===== src/rtl/pipe_pkg.sv =====
// Shared pipeline definitions: control-word bit positions, ALUOp encodings, bubble value.
package pipe_pkg;

  localparam int CTRL_W = 9;

  // Control word packing: {RegWrite, MemRead, MemWrite, MemtoReg, ALUSrc, RegDst, ALUOp[2:0]}
  localparam int CTRL_REGWRITE  = 8;
  localparam int CTRL_MEMREAD   = 7;
  localparam int CTRL_MEMWRITE  = 6;
  localparam int CTRL_MEMTOREG  = 5;
  localparam int CTRL_ALUSRC    = 4;
  localparam int CTRL_REGDST    = 3;
  localparam int CTRL_ALUOP_MSB = 2;
  localparam int CTRL_ALUOP_LSB = 0;

  typedef enum logic [2:0] {
    ALUOP_ADD   = 3'b000,
    ALUOP_SUB   = 3'b001,
    ALUOP_RTYPE = 3'b010,
    ALUOP_AND   = 3'b011,
    ALUOP_OR    = 3'b100,
    ALUOP_SLT   = 3'b101,
    ALUOP_LUI   = 3'b110,
    ALUOP_XOR   = 3'b111
  } aluop_e;

  localparam logic [CTRL_W-1:0] BUBBLE_CTRL = '0;

  function automatic logic ctrl_memread(input logic [CTRL_W-1:0] ctrl);
    return ctrl[CTRL_MEMREAD];
  endfunction

endpackage


===== src/rtl/load_use_detect.sv =====
// Combinational load-use hazard check between the instruction in EX and the one in ID.
module load_use_detect #(
  parameter int REG_W = 5
) (
  input  logic             i_ex_valid,
  input  logic             i_ex_memread,
  input  logic [REG_W-1:0] i_ex_rt,
  input  logic             i_id_valid,
  input  logic [REG_W-1:0] i_id_rs,
  input  logic [REG_W-1:0] i_id_rt,
  output logic             o_hazard
);

  logic w_ex_is_load;
  logic w_src_match;

  // $0 is hard-wired zero, so a load targeting it never produces a dependency.
  assign w_ex_is_load = i_ex_valid & i_ex_memread & (i_ex_rt != '0);
  assign w_src_match  = (i_ex_rt == i_id_rs) | (i_ex_rt == i_id_rt);
  assign o_hazard     = w_ex_is_load & i_id_valid & w_src_match;

endmodule


===== src/rtl/id_ex_stage.sv =====
// ID/EX pipeline register with load-use bubble insertion, flush and memory-stall hold.
// Optional hazard-stall counter output enabled by defining IDEX_STALL_CNT_EN.
module id_ex_stage
  import pipe_pkg::*;
#(
  parameter int DATA_W = 32,
  parameter int REG_W  = 5
) (
  input  logic              clk,
  input  logic              reset,
  input  logic              ID_Valid,
  input  logic [REG_W-1:0]  ID_Rs,
  input  logic [REG_W-1:0]  ID_Rt,
  input  logic [REG_W-1:0]  ID_Rd,
  input  logic [DATA_W-1:0] ID_ReadData1,
  input  logic [DATA_W-1:0] ID_ReadData2,
  input  logic [DATA_W-1:0] ID_Imm,
  input  logic [CTRL_W-1:0] ID_Ctrl,
  input  logic              Flush,
  input  logic              MemStall,
  output logic              IDEX_Valid,
  output logic [REG_W-1:0]  IDEX_Rs,
  output logic [REG_W-1:0]  IDEX_Rt,
  output logic [REG_W-1:0]  IDEX_Rd,
  output logic [DATA_W-1:0] IDEX_ReadData1,
  output logic [DATA_W-1:0] IDEX_ReadData2,
  output logic [DATA_W-1:0] IDEX_Imm,
  output logic [CTRL_W-1:0] IDEX_Ctrl,
  output logic              PCWrite,
  output logic              IFID_Write
`ifdef IDEX_STALL_CNT_EN
  ,
  output logic [15:0]       StallCount
`endif
);

  logic              r_valid;
  logic [REG_W-1:0]  r_rs;
  logic [REG_W-1:0]  r_rt;
  logic [REG_W-1:0]  r_rd;
  logic [DATA_W-1:0] r_rd1;
  logic [DATA_W-1:0] r_rd2;
  logic [DATA_W-1:0] r_imm;
  logic [CTRL_W-1:0] r_ctrl;

  logic w_hazard;
  logic w_hazard_bubble;
  logic w_load_bubble;
  logic w_front_hold;

  load_use_detect #(
    .REG_W (REG_W)
  ) u_load_use_detect (
    .i_ex_valid   (r_valid),
    .i_ex_memread (ctrl_memread(r_ctrl)),
    .i_ex_rt      (r_rt),
    .i_id_valid   (ID_Valid),
    .i_id_rs      (ID_Rs),
    .i_id_rt      (ID_Rt),
    .o_hazard     (w_hazard)
  );

  // Flush outranks the hazard: the squashed ID instruction must not be retried.
  assign w_hazard_bubble = ~MemStall & ~Flush & w_hazard;
  assign w_load_bubble   = Flush | w_hazard;
  assign w_front_hold    = MemStall | w_hazard_bubble;

  assign PCWrite    = reset | ~w_front_hold;
  assign IFID_Write = reset | ~w_front_hold;

  always_ff @(posedge clk or posedge reset) begin
    if (reset) begin
      r_valid <= 1'b0;
      r_rs    <= '0;
      r_rt    <= '0;
      r_rd    <= '0;
      r_rd1   <= '0;
      r_rd2   <= '0;
      r_imm   <= '0;
      r_ctrl  <= BUBBLE_CTRL;
    end else if (!MemStall) begin
      if (w_load_bubble) begin
        r_valid <= 1'b0;
        r_rs    <= '0;
        r_rt    <= '0;
        r_rd    <= '0;
        r_rd1   <= '0;
        r_rd2   <= '0;
        r_imm   <= '0;
        r_ctrl  <= BUBBLE_CTRL;
      end else begin
        r_valid <= ID_Valid;
        r_rs    <= ID_Rs;
        r_rt    <= ID_Rt;
        r_rd    <= ID_Rd;
        r_rd1   <= ID_ReadData1;
        r_rd2   <= ID_ReadData2;
        r_imm   <= ID_Imm;
        r_ctrl  <= ID_Valid ? ID_Ctrl : BUBBLE_CTRL;
      end
    end
  end

  assign IDEX_Valid     = r_valid;
  assign IDEX_Rs        = r_rs;
  assign IDEX_Rt        = r_rt;
  assign IDEX_Rd        = r_rd;
  assign IDEX_ReadData1 = r_rd1;
  assign IDEX_ReadData2 = r_rd2;
  assign IDEX_Imm       = r_imm;
  assign IDEX_Ctrl      = r_ctrl;

`ifdef IDEX_STALL_CNT_EN
  logic [15:0] r_stall_cnt;

  always_ff @(posedge clk or posedge reset) begin
    if (reset) begin
      r_stall_cnt <= '0;
    end else if (w_hazard_bubble && (r_stall_cnt != 16'hFFFF)) begin
      r_stall_cnt <= r_stall_cnt + 16'd1;
    end
  end

  assign StallCount = r_stall_cnt;
`endif

endmodule


===== config.mk =====
export PLATFORM = sky130hd
export DESIGN_NAME = id_ex_stage
export DESIGN_NICKNAME = d
export VERILOG_FILES = /design/src/rtl/pipe_pkg.sv /design/src/rtl/load_use_detect.sv /design/src/rtl/id_ex_stage.sv
export SDC_FILE = /design/constraint.sdc
export NUM_CORES = 1
export LEC_CHECK = 0
export ABC_CLOCK_PERIOD_IN_PS = 7600
export CORE_MARGIN = 4
export CORE_UTILIZATION = 47
export CTS_BUF_LIST = sky130_fd_sc_hd__clkbuf_8
export DETAILED_ROUTE_END_ITERATION = 7
export HOLD_SLACK_MARGIN = 0.03
export PLACE_DENSITY = 0.88
export SLEW_MARGIN = 40
export SYNTH_ARGS = -nofsm -noshare
export SYNTH_HDL_FRONTEND = slang
export SYNTH_SLANG_ARGS = --single-unit

===== constraint.sdc =====
create_clock -name clk -period 7.6 [get_ports clk]
set_input_delay 1.14 -clock clk [delete_from_list [all_inputs] [get_ports clk]]
set_output_delay 1.14 -clock clk [all_outputs]
set_load 0.005 [all_outputs]

==> metrics.txt, run 1 <==
largest area contributor in the netlist dfrtp_1; clock slew at reported path FFs 0.07 ns; Fin. Hold Viols 0; critical path endpoint category output port; Crit Path Max Fanout 65; CTS sink cnt 121; WS Path Type in2out; wire length per cell just under 20 um; most frequent cells in the layout clkdlybuf4s50_1, dfrtp_1, nand2_1, a32oi_1, o21ai_1; DRT Wirelength 18.3 mm; Synth top area share ~53%; clk_lat worst skew 0.42 ns; startpoint types input port; WL met1 7.21 mm; CTS Buffer Depth 2; Post-CTS Setup Bufs 0; initial core utilization 47.9%; top post-synthesis cells by area dfrtp_1, a32oi_1, nand2_1, o21ai_1, o21ai_0; cts repair resizes 0; Rows 40; CTS tree built; n_diodes 0; nets around 910; first-pass GRT wire length approximately 30 mm; die width 118 um; Pins Over Slew Limit 0; flops & latches, synth 121; area grow syn2layout 49.7%; largest net degree at the start of global routing ~120; Final GP Congestion 0.833; via/cell ratio 6.08; met3 WL between 1.5 and 2 mm; uppermost layer routed met4; VDD IR max approximately 130 uV; PwrDens 210 nW/um2; Max Cap Viol 0; Hold-fix buffers, CTS 0; Total GRT Usage 25.8%; Ports between 200 and 250; YS warnings 0; commonest non-fill, non-tap cell in the layout clkdlybuf4s50_1; CP required 6.46 ns; DR pass1 iterations 5; Mapped Area 5730 um2; clk root buf clkbuf_8; Tightest Pin Transition slightly below 0.8 ns; Die Height about 120 um; gr ovfl total 0; worst rel slew slack 47.3%; met2 wire length 9.06 mm; crit share post-route 51.8%; Hold Path Class reg2reg; hpwl dp 12.1 mm; H-tree Lvls 4; setup tns final 0 ns; drt initial violations 665; clock skew approximately 0.0069 ns; CP arrival 2.80 ns; Final Critical Period 3.94 ns; Core ar. 12000 um2; status completed; DIE AREA 14000 um2; Yosys cell types 22; number of global-route vias before repair 5781; RSZ-0062 raised after global routing no; CTS Buf Count 17; Final Cell Area about 8600 um2; initial antenna violation count 0; Final ANT Viol Nets 0; cell leakage power 3.25 nW; Syn Inst Count just under 600; Setup violations, final 0; final routed DRC violation total 0; layout cell share with drive strength beyond 1 6.73%; Placed Area 8170 um2; syn_area_per_cell 9.77 um2; Achievable Freq 0.254 GHz; number of port buffers 247; sequential-to-total area share from yosys stat 52.8%; via count 5769; post-synth net total around 710
==> state kept, by name, indices dropped and copies added, names as in the netlist <==
name	flops
IDEX_Rt	5
IDEX_ReadData2	32
IDEX_Valid	1
IDEX_Rs	5
IDEX_Rd	5
IDEX_Imm	32
IDEX_Ctrl	9
IDEX_ReadData1	32
==> report_power, final <==
group	internal [mW]	switching, mW	total [mW]	leakage (nW)
combinational	0.260	0.187	0.447	1.55
clock	0.315	0.259	0.573	0.194
sequential	0.726	0.0559	0.782	1.50
total	1.30	0.502	1.80	3.25
==> through the flow <==
stage	hold slack (ns)	utilization, %	power, mW	worst slack, ns	instances
after global placement	0.474	68.2	1.22	3.37	917
after detailed placement	0.477	68.3	1.24	3.30	917
after global routing	0.519	71.8	1.90	3.47	949
after CTS	0.493	71.6	1.82	3.30	949
after floorplan	0.473	-	0.946	2.03	587
final	0.495	71.8	1.80	3.66	949
==> per-layer routing <==
layer / track usage [%] / up-vias
li1: - / 2629
met2: 41.3 / 263
met5: 0 / -
met4: 11.4 / 0
met1: 31.7 / 2836
met3: 8.71 / 41
==> logic make-up (layout without fill, tap and decap cells) <==
family | after synthesis | in the layout | share of synthesized area [%]
AO/OA/AOI/OAI | 245 | 245 | 29.2
AND/OR/NAND/NOR | 139 | 139 | 10.9
flip-flops | 121 | 121 | 52.8
buffers and inverters | 72 | 287 | 5.61
XOR/XNOR | 10 | 10 | 1.53
==> cells in the mapped netlist <==
cell type and n:
o21ai_0 42, o21ai_2 1, nor3b_1 11, dfrtp_1 121, nor3_1 1, or3b_2 10, xnor2_1 10, clkbuf_1 53
or4_1 1, nor2_1 1, buf_6 1, and3_1 1, nand2_1 112, o22ai_1 1, inv_1 2, o21ai_1 79
a22oi_1 12, a32oi_1 110, nand3_1 2, buf_2 5, buf_1 1, buf_4 10
==> worst max-delay path, cell delays in order <==
cell and delay, ns:
clkdlybuf4s50_1 0.49, inv_6 0.45, a22oi_1 0.21, clkdlybuf4s50_1 0.50
==> cell type report <==
class	instances	area [um2]
Sequential cell	121	3030
Clock buffer	20	275
Fill cell	878	3370
Clock inverter	12	125
Multi-Input combinational cell	394	2420
Inverter	2	12.5
Timing Repair Buffer	253	2540
Tap cell	147	184
==> worst paths after layout <==
kind / startpoint / endpoint / slack (ns) / depth (start not counted)
min: IDEX_ReadData1[21] / IDEX_ReadData1[21] / 0.49 / 2
max: reset / PCWrite / 3.66 / 4
min in group asynchronous: reset / IDEX_ReadData2[2] / 1.21 / 2
min reg2reg: IDEX_ReadData1[21] / IDEX_ReadData1[21] / 0.49 / 2
max reg2reg: IDEX_Rt[2] / IDEX_Imm[7] / 5.19 / 5
max in group asynchronous: reset / IDEX_Rs[3] / 5.45 / 3
No activity file was read; power rests on OpenSTA's default activity.
==> inputs of run 2 (changes only) <==
--- a/config.mk
+++ b/config.mk
@@ -5,13 +5,13 @@
 export SDC_FILE = /design/constraint.sdc
 export NUM_CORES = 1
 export LEC_CHECK = 0
-export ABC_CLOCK_PERIOD_IN_PS = 7600
+export ABC_CLOCK_PERIOD_IN_PS = 3800
 export CORE_MARGIN = 4
-export CORE_UTILIZATION = 47
+export CORE_UTILIZATION = 44
 export CTS_BUF_LIST = sky130_fd_sc_hd__clkbuf_8
 export DETAILED_ROUTE_END_ITERATION = 7
 export HOLD_SLACK_MARGIN = 0.03
-export PLACE_DENSITY = 0.88
+export PLACE_DENSITY = 0.83
 export SLEW_MARGIN = 40
 export SYNTH_ARGS = -nofsm -noshare
 export SYNTH_HDL_FRONTEND = slang
==> constraint.sdc (replaced) <==
create_clock -name clk -period 3.8 [get_ports clk]
set_input_delay 0.57 -clock clk [delete_from_list [all_inputs] [get_ports clk]]
set_output_delay 0.57 -clock clk [all_outputs]
set_load 0.005 [all_outputs]
==> metrics.txt, run 2 (same netlist as run 1, synthesis figures left out) <==
RR Endpoint IDEX_Imm[12]; sequential share of power 43.6% (+0.2 points); RSZ-0062 raised after global routing no; worst rel slew slack 41.2% (-6.1 points); clock skew 0.0137 ns (+0.00678 ns); PwrDens 417 nW/um2 (+99%); Switching Power 980 uW (+95%); Pins Over Slew Limit 0 (unchanged); Core ar. 12700 um2 (+5.9%); Hold-fix buffers, CTS 0 (unchanged); Achievable Freq between 0.3 and 0.4 GHz; GR Util met2 41.1% (-0.21 points); hold path cells 2 (unchanged); WS Path Type reg2out; VDD IR max 220 uV (+72%); wire length per cell 18.8 um (-2.8%); DRT Wirelength 18.3 mm (about the same); Clk pwr share 31.6% (-0.2 points); total power 3.59 mW (+99%); hold path startpoint IDEX_Imm[9]; drt initial violations 593 (-11%); largest net degree at the start of global routing 203 (+66%); Setup violations, final 0 (unchanged); hpwl dp 12.2 mm (+0.65%); clk_lat worst skew 0.43 ns (about the same); CP arrival 2.46 ns (-0.34 ns); number of filler cells placed in the layout 991 (+13%); via count 5746 (-0.40%); most frequent cells in the layout clkdlybuf4s50_1, dfrtp_1, nand2_1, a32oi_1, o21ai_1; n_diodes 0 (unchanged); GRT busiest layer met2; crit share post-route 79.7%; worst path cell trace or4_1 > o21ai_4 > nor3_1 > a22oi_1 > clkdlybuf4s50_1; area grow syn2layout 50.3%; Crit Path Max Fanout 5 (-92%); slowest CP cell or4_1; layout cell share with drive strength beyond 1 6.72% (-0.017 points); via/cell ratio 5.89 (-3.2%); reg2reg path depth 6 (+1); CTS Buf Count 17 (unchanged); setup tns final 0 ns (unchanged); nets 916 (+0.22%); number of global-route vias before repair 5718 (-1.1%); CP required 3.23 ns (-3.23 ns); die width 122 um (+3.1%); P_int 2.61 mW (+100%); CTS tree built; R2R Setup Slk 0.94 ns (-4.25 ns); Hold Path Class reg2reg; CTS Buffer Depth 2 (unchanged); Rows 41 (+2.5%); Final GP Congestion 0.793 (-4.9%); cell leakage power 3.27 nW (+0.74%); Final ANT Viol Nets 0 (unchanged); Net Sw Frac 27.3% (-0.56 points); number of port buffers 247 (unchanged); H-tree Lvls 4 (unchanged); CTS sink cnt 121 (unchanged); initial antenna violation count 0 (unchanged); Combinational Power Share 24.9% (about the same); Tightest Pin Transition 0.882 ns (+0.0923 ns); DR pass1 iterations 5 (unchanged); met3 usage 6.41% (-2.3 points); Ports 248 (unchanged); clk root buf clkbuf_8; Die Height 122 um (+3.1%); critical path endpoint category output port; first-pass GRT wire length 28.9 mm (-2.6%); Post-CTS Setup Bufs 0 (unchanged); clock slew at reported path FFs 0.07 ns (about the same); status completed; initial core utilization 45.3% (-2.7 points); Max Cap Viol 0 (unchanged); M1 GR Usage 29.6% (-2.1 points); final routed DRC violation total 0 (unchanged); Fin. Hold Viols 0 (unchanged); Total GRT Usage 24.4% (-1.4 points); gr ovfl total 0 (unchanged); Layout Utilization 68.0% (-3.8 points); commonest non-fill, non-tap cell in the layout clkdlybuf4s50_1; RR Startpoint IDEX_Rt[4]; startpoint types register; Crit path largest cell delay 0.58 ns (+0.08 ns); hold path endpoint IDEX_Imm[9]; Final Critical Period 3.03 ns; cts repair resizes 0 (unchanged); DIE AREA 14900 um2 (+6.4%)
==> run 2: area by class of cell <==
type / count / area [um2] / area share [%]
timing repair buffer: 255 / 2550 / 29.6
clock inverter: 11 / 103 / 1.19
inverter: 2 / 11.3 / 0.131
sequential: 121 / 3030 / 35.1
clock buffer: 21 / 289 / 3.35
tap: 172 / 215 / 2.50
multi-input combinational: 394 / 2420 / 28.1
==> run 2: metrics by stage <==
step / cell area, um2 / hold WS (ns) / instances / setup slack (ns)
final: 8620 / 0.488 / 976 / 0.771
after global routing: 8620 / 0.519 / 976 / 0.689
after CTS: 8620 / 0.494 / 976 / 0.765
after detailed placement: 8230 / 0.479 / 944 / 0.888
after global placement: 8220 / 0.471 / 944 / 0.969
after floorplan: 5740 / 0.473 / 587 / 0.212
==> run 2: power by group through the flow <==
stage          combinational [mW]  sequential (mW)  clock [mW]
3_5_place_dp                0.897             1.59           0
4_1_cts                     0.900             1.57        1.16
6_report                    0.893             1.57        1.13
2_1_floorplan               0.311             1.58           0
3_3_place_gp                0.862             1.58           0
5_1_grt                     0.967             1.59        1.22
==> run 2: worst max-delay path, delay by kind of cell, from the launching register on <==
kind,cells,cell delay (ns)
AO/OA/AOI/OAI,2,0.39
AND/OR/NAND/NOR,2,0.63
buffers and inverters,1,0.56
flip-flops,1,0.45
==> run 2: worst max path at each step <==
| stage | startpoint | to | slack, ns | depth (start not counted) |
|---|---|---|---|---|
| finish | IDEX_Rt[4] | IFID_Write | 0.77 | 5 |
| detailed placement | ID_Valid | IDEX_ReadData1[14] | 0.89 | 7 |
| CTS | IDEX_Rt[4] | IFID_Write | 0.77 | 5 |
| global placement | ID_Rs[1] | IDEX_Imm[12] | 0.97 | 6 |
| floorplan | reset | PCWrite | 0.21 | 3 |
| global route | IDEX_Rt[4] | PCWrite | 0.69 | 5 |
==> run 2: routing by layer <==
layer,routed length (um),vias up
li1,-,2631
met1,6950,2786
met2,9470,293
met3,1460,36
met4,459,0
met5,0,-
==> inputs of run 3 (changes only) <==
--- a/config.mk
+++ b/config.mk
@@ -5,13 +5,13 @@
 export SDC_FILE = /design/constraint.sdc
 export NUM_CORES = 1
 export LEC_CHECK = 0
-export ABC_CLOCK_PERIOD_IN_PS = 3800
+export ABC_CLOCK_PERIOD_IN_PS = 2710
 export CORE_MARGIN = 4
-export CORE_UTILIZATION = 44
+export CORE_UTILIZATION = 40
 export CTS_BUF_LIST = sky130_fd_sc_hd__clkbuf_8
 export DETAILED_ROUTE_END_ITERATION = 7
 export HOLD_SLACK_MARGIN = 0.03
-export PLACE_DENSITY = 0.83
+export PLACE_DENSITY = 0.8
 export SLEW_MARGIN = 40
 export SYNTH_ARGS = -nofsm -noshare
 export SYNTH_HDL_FRONTEND = slang
==> constraint.sdc (replaced) <==
create_clock -name clk -period 2.71 [get_ports clk]
set_input_delay 0.4065 -clock clk [delete_from_list [all_inputs] [get_ports clk]]
set_output_delay 0.4065 -clock clk [all_outputs]
set_load 0.005 [all_outputs]
==> metrics.txt, run 3 (same netlist as run 1, synthesis figures left out) <==
status completed; Hold Path Class in2reg; n_diodes 0 (unchanged); number of port buffers 247 (unchanged); clk root buf clkbuf_8; Fin. Hold Viols 0 (unchanged); number of global-route vias before repair 5598 (-2.1%); crit share post-route between 90% and 100%; Final GP Congestion 0.811 (+2.3%); H-tree Lvls 4 (unchanged); CTS Buf Count 17 (unchanged); DRT Wirelength 18.2 mm (-1.0%); DR pass1 iterations 5 (unchanged); Final Cell Area 8780 um2 (+1.8%); gr ovfl total 0 (unchanged); Max Cap Viol 0 (unchanged); commonest non-fill, non-tap cell in the layout clkdlybuf4s50_1; drt initial violations 600 (+1.2%); DIE AREA 16300 um2 (+9.3%); RSZ-0062 raised after global routing no; Hold-fix buffers, CTS 0 (unchanged); CTS tree built; setup tns final 0 ns (unchanged); Ports 248 (unchanged); clk_lat worst skew 0.43 ns (about the same); Placed Area 8290 um2 (+0.79%); worst path cell trace or4_1 > o21ai_4 > nor3_1 > a22oi_1 > dlygate4sd2_1; Tightest Pin Transition 0.717 ns (-0.165 ns); worst rel slew slack 52.2% (+11 points); Core ar. 13900 um2 (+10%); startpoint types register; slowest CP cell or4_1; via count 5695 (-0.89%); hpwl dp 12.0 mm (-1.7%); WS Path Type reg2out; Crit Path Max Fanout 2 (-3); Achievable Freq ~0.40 GHz; most frequent cells in the layout clkdlybuf4s50_1, dfrtp_1, nand2_1, a32oi_1, o21ai_1; first-pass GRT wire length 28.7 mm (-0.60%); Pins Over Slew Limit 0 (unchanged); PwrDens 609 nW/um2 (+46%); nets 921 (+0.55%); area grow syn2layout 53.1%; initial antenna violation count 0 (unchanged); initial core utilization 41.2% (-4.1 points); Setup violations, final 0 (unchanged); die width 128 um (+4.6%); critical path endpoint category output port; CP arrival 2.10 ns (-0.36 ns); Total GRT Usage 21.6% (-2.7 points); Rows 43 (+4.9%); Crit path largest cell delay 0.57 ns (about the same); CTS sink cnt 121 (unchanged); largest net degree at the start of global routing 139 (-32%); Final ANT Viol Nets 0 (unchanged); clock slew at reported path FFs 0.07 ns (about the same); Die Height 128 um (+4.6%); VDD IR max 435 uV (+97%); number of filler cells placed in the layout 1113 (+12%); CTS Buffer Depth 2 (unchanged); layout cell share with drive strength beyond 1 7.54% (+0.82 points); cell leakage power 3.31 nW (+1.3%); via/cell ratio 5.76 (-2.2%); wire length per cell 18.4 um (-2.3%); Final Critical Period ~2.5 ns; clock skew 0.0105 ns (-0.00321 ns); final routed DRC violation total 0 (unchanged); CP required 2.30 ns (-0.93 ns)
-- run 3: changes by cell type in the layout (fill, tap and decap cells not counted), moves of 3 or more --
cell / previous run / this run
buf_12: 1 / 5
clkinv_2: 7 / 1
bufinv_16: 2 / 5
clkinvlp_4: 1 / 5
clkbuf_8: 21 / 18
buf_4: 6 / 9
-- run 3: metal layers --
| metal | track usage, % | part of all wire [%] | vias up |
|---|---|---|---|
| li1 | - | - | 2642 |
| met1 | 27.4 | 40 | 2742 |
| met2 | 35.0 | 49 | 272 |
| met3 | 5.67 | 8.1 | 39 |
| met4 | 9.30 | 2.8 | 0 |
| met5 | 0 | 0 | - |
-- run 3: timing repair --
action / in CTS / in global routing
setup endpoints to repair: 2 / 0
gates resized for setup: 2 / 0
setup buffers: 3 / 0
-- run 3: final timing paths --
kind / slack [ns] / from / to / cells past startpoint
max: 0.20 / IDEX_Rt[2] / PCWrite / 5
min: 0.40 / MemStall / IDEX_Ctrl[2] / 4
max reg2reg: 0.64 / IDEX_Rt[2] / IDEX_ReadData2[30] / 5
min reg2reg: 0.49 / IDEX_Rd[3] / IDEX_Rd[3] / 2
max in group asynchronous: 1.58 / reset / IDEX_Imm[18] / 3
min in group asynchronous: 0.53 / reset / IDEX_Rs[4] / 3
-- run 3: where the power goes --
| part | internal, mW | switching (mW) |
|---|---|---|
| Clock | 1.13 | 0.763 |
| Combinational | 0.746 | 0.536 |
| Sequential | 2.04 | 0.144 |
| Total | 3.91 | 1.44 |
-- run 3: layout make-up --
type	instances	area (um2)	area share, %
Timing Repair Buffer	260	2630	29.9
Multi-Input combinational cell	394	2420	27.6
Tap cell	180	225	2.57
Inverter	2	11.3	0.128
Clock buffer	18	248	2.82
Clock inverter	14	220	2.51
Sequential cell	121	3030	34.5
-- run 3: worst max-delay path, delay by kind of cell (launching register included) --
family | cells | cell delay (ns)
compound gates | 2 | 0.38
flops | 1 | 0.38
buf+inv | 1 | 0.27
simple gates | 2 | 0.64
-- run 3: per-stage QoR --
step | hold slack (ns) | instances | power (mW) | util, % | worst slack, ns
final | 0.405 | 989 | 5.35 | 63.0 | 0.204
after global routing | 0.376 | 989 | 5.62 | 63.0 | 0.0926
after CTS | 0.343 | 989 | 5.41 | 63.0 | 0.163
after detailed placement | 0.481 | 954 | 3.49 | 59.5 | 0.269
after global placement | 0.471 | 954 | 3.44 | 59.5 | 0.280
after floorplan | 0.473 | 587 | 2.65 | - | -0.518
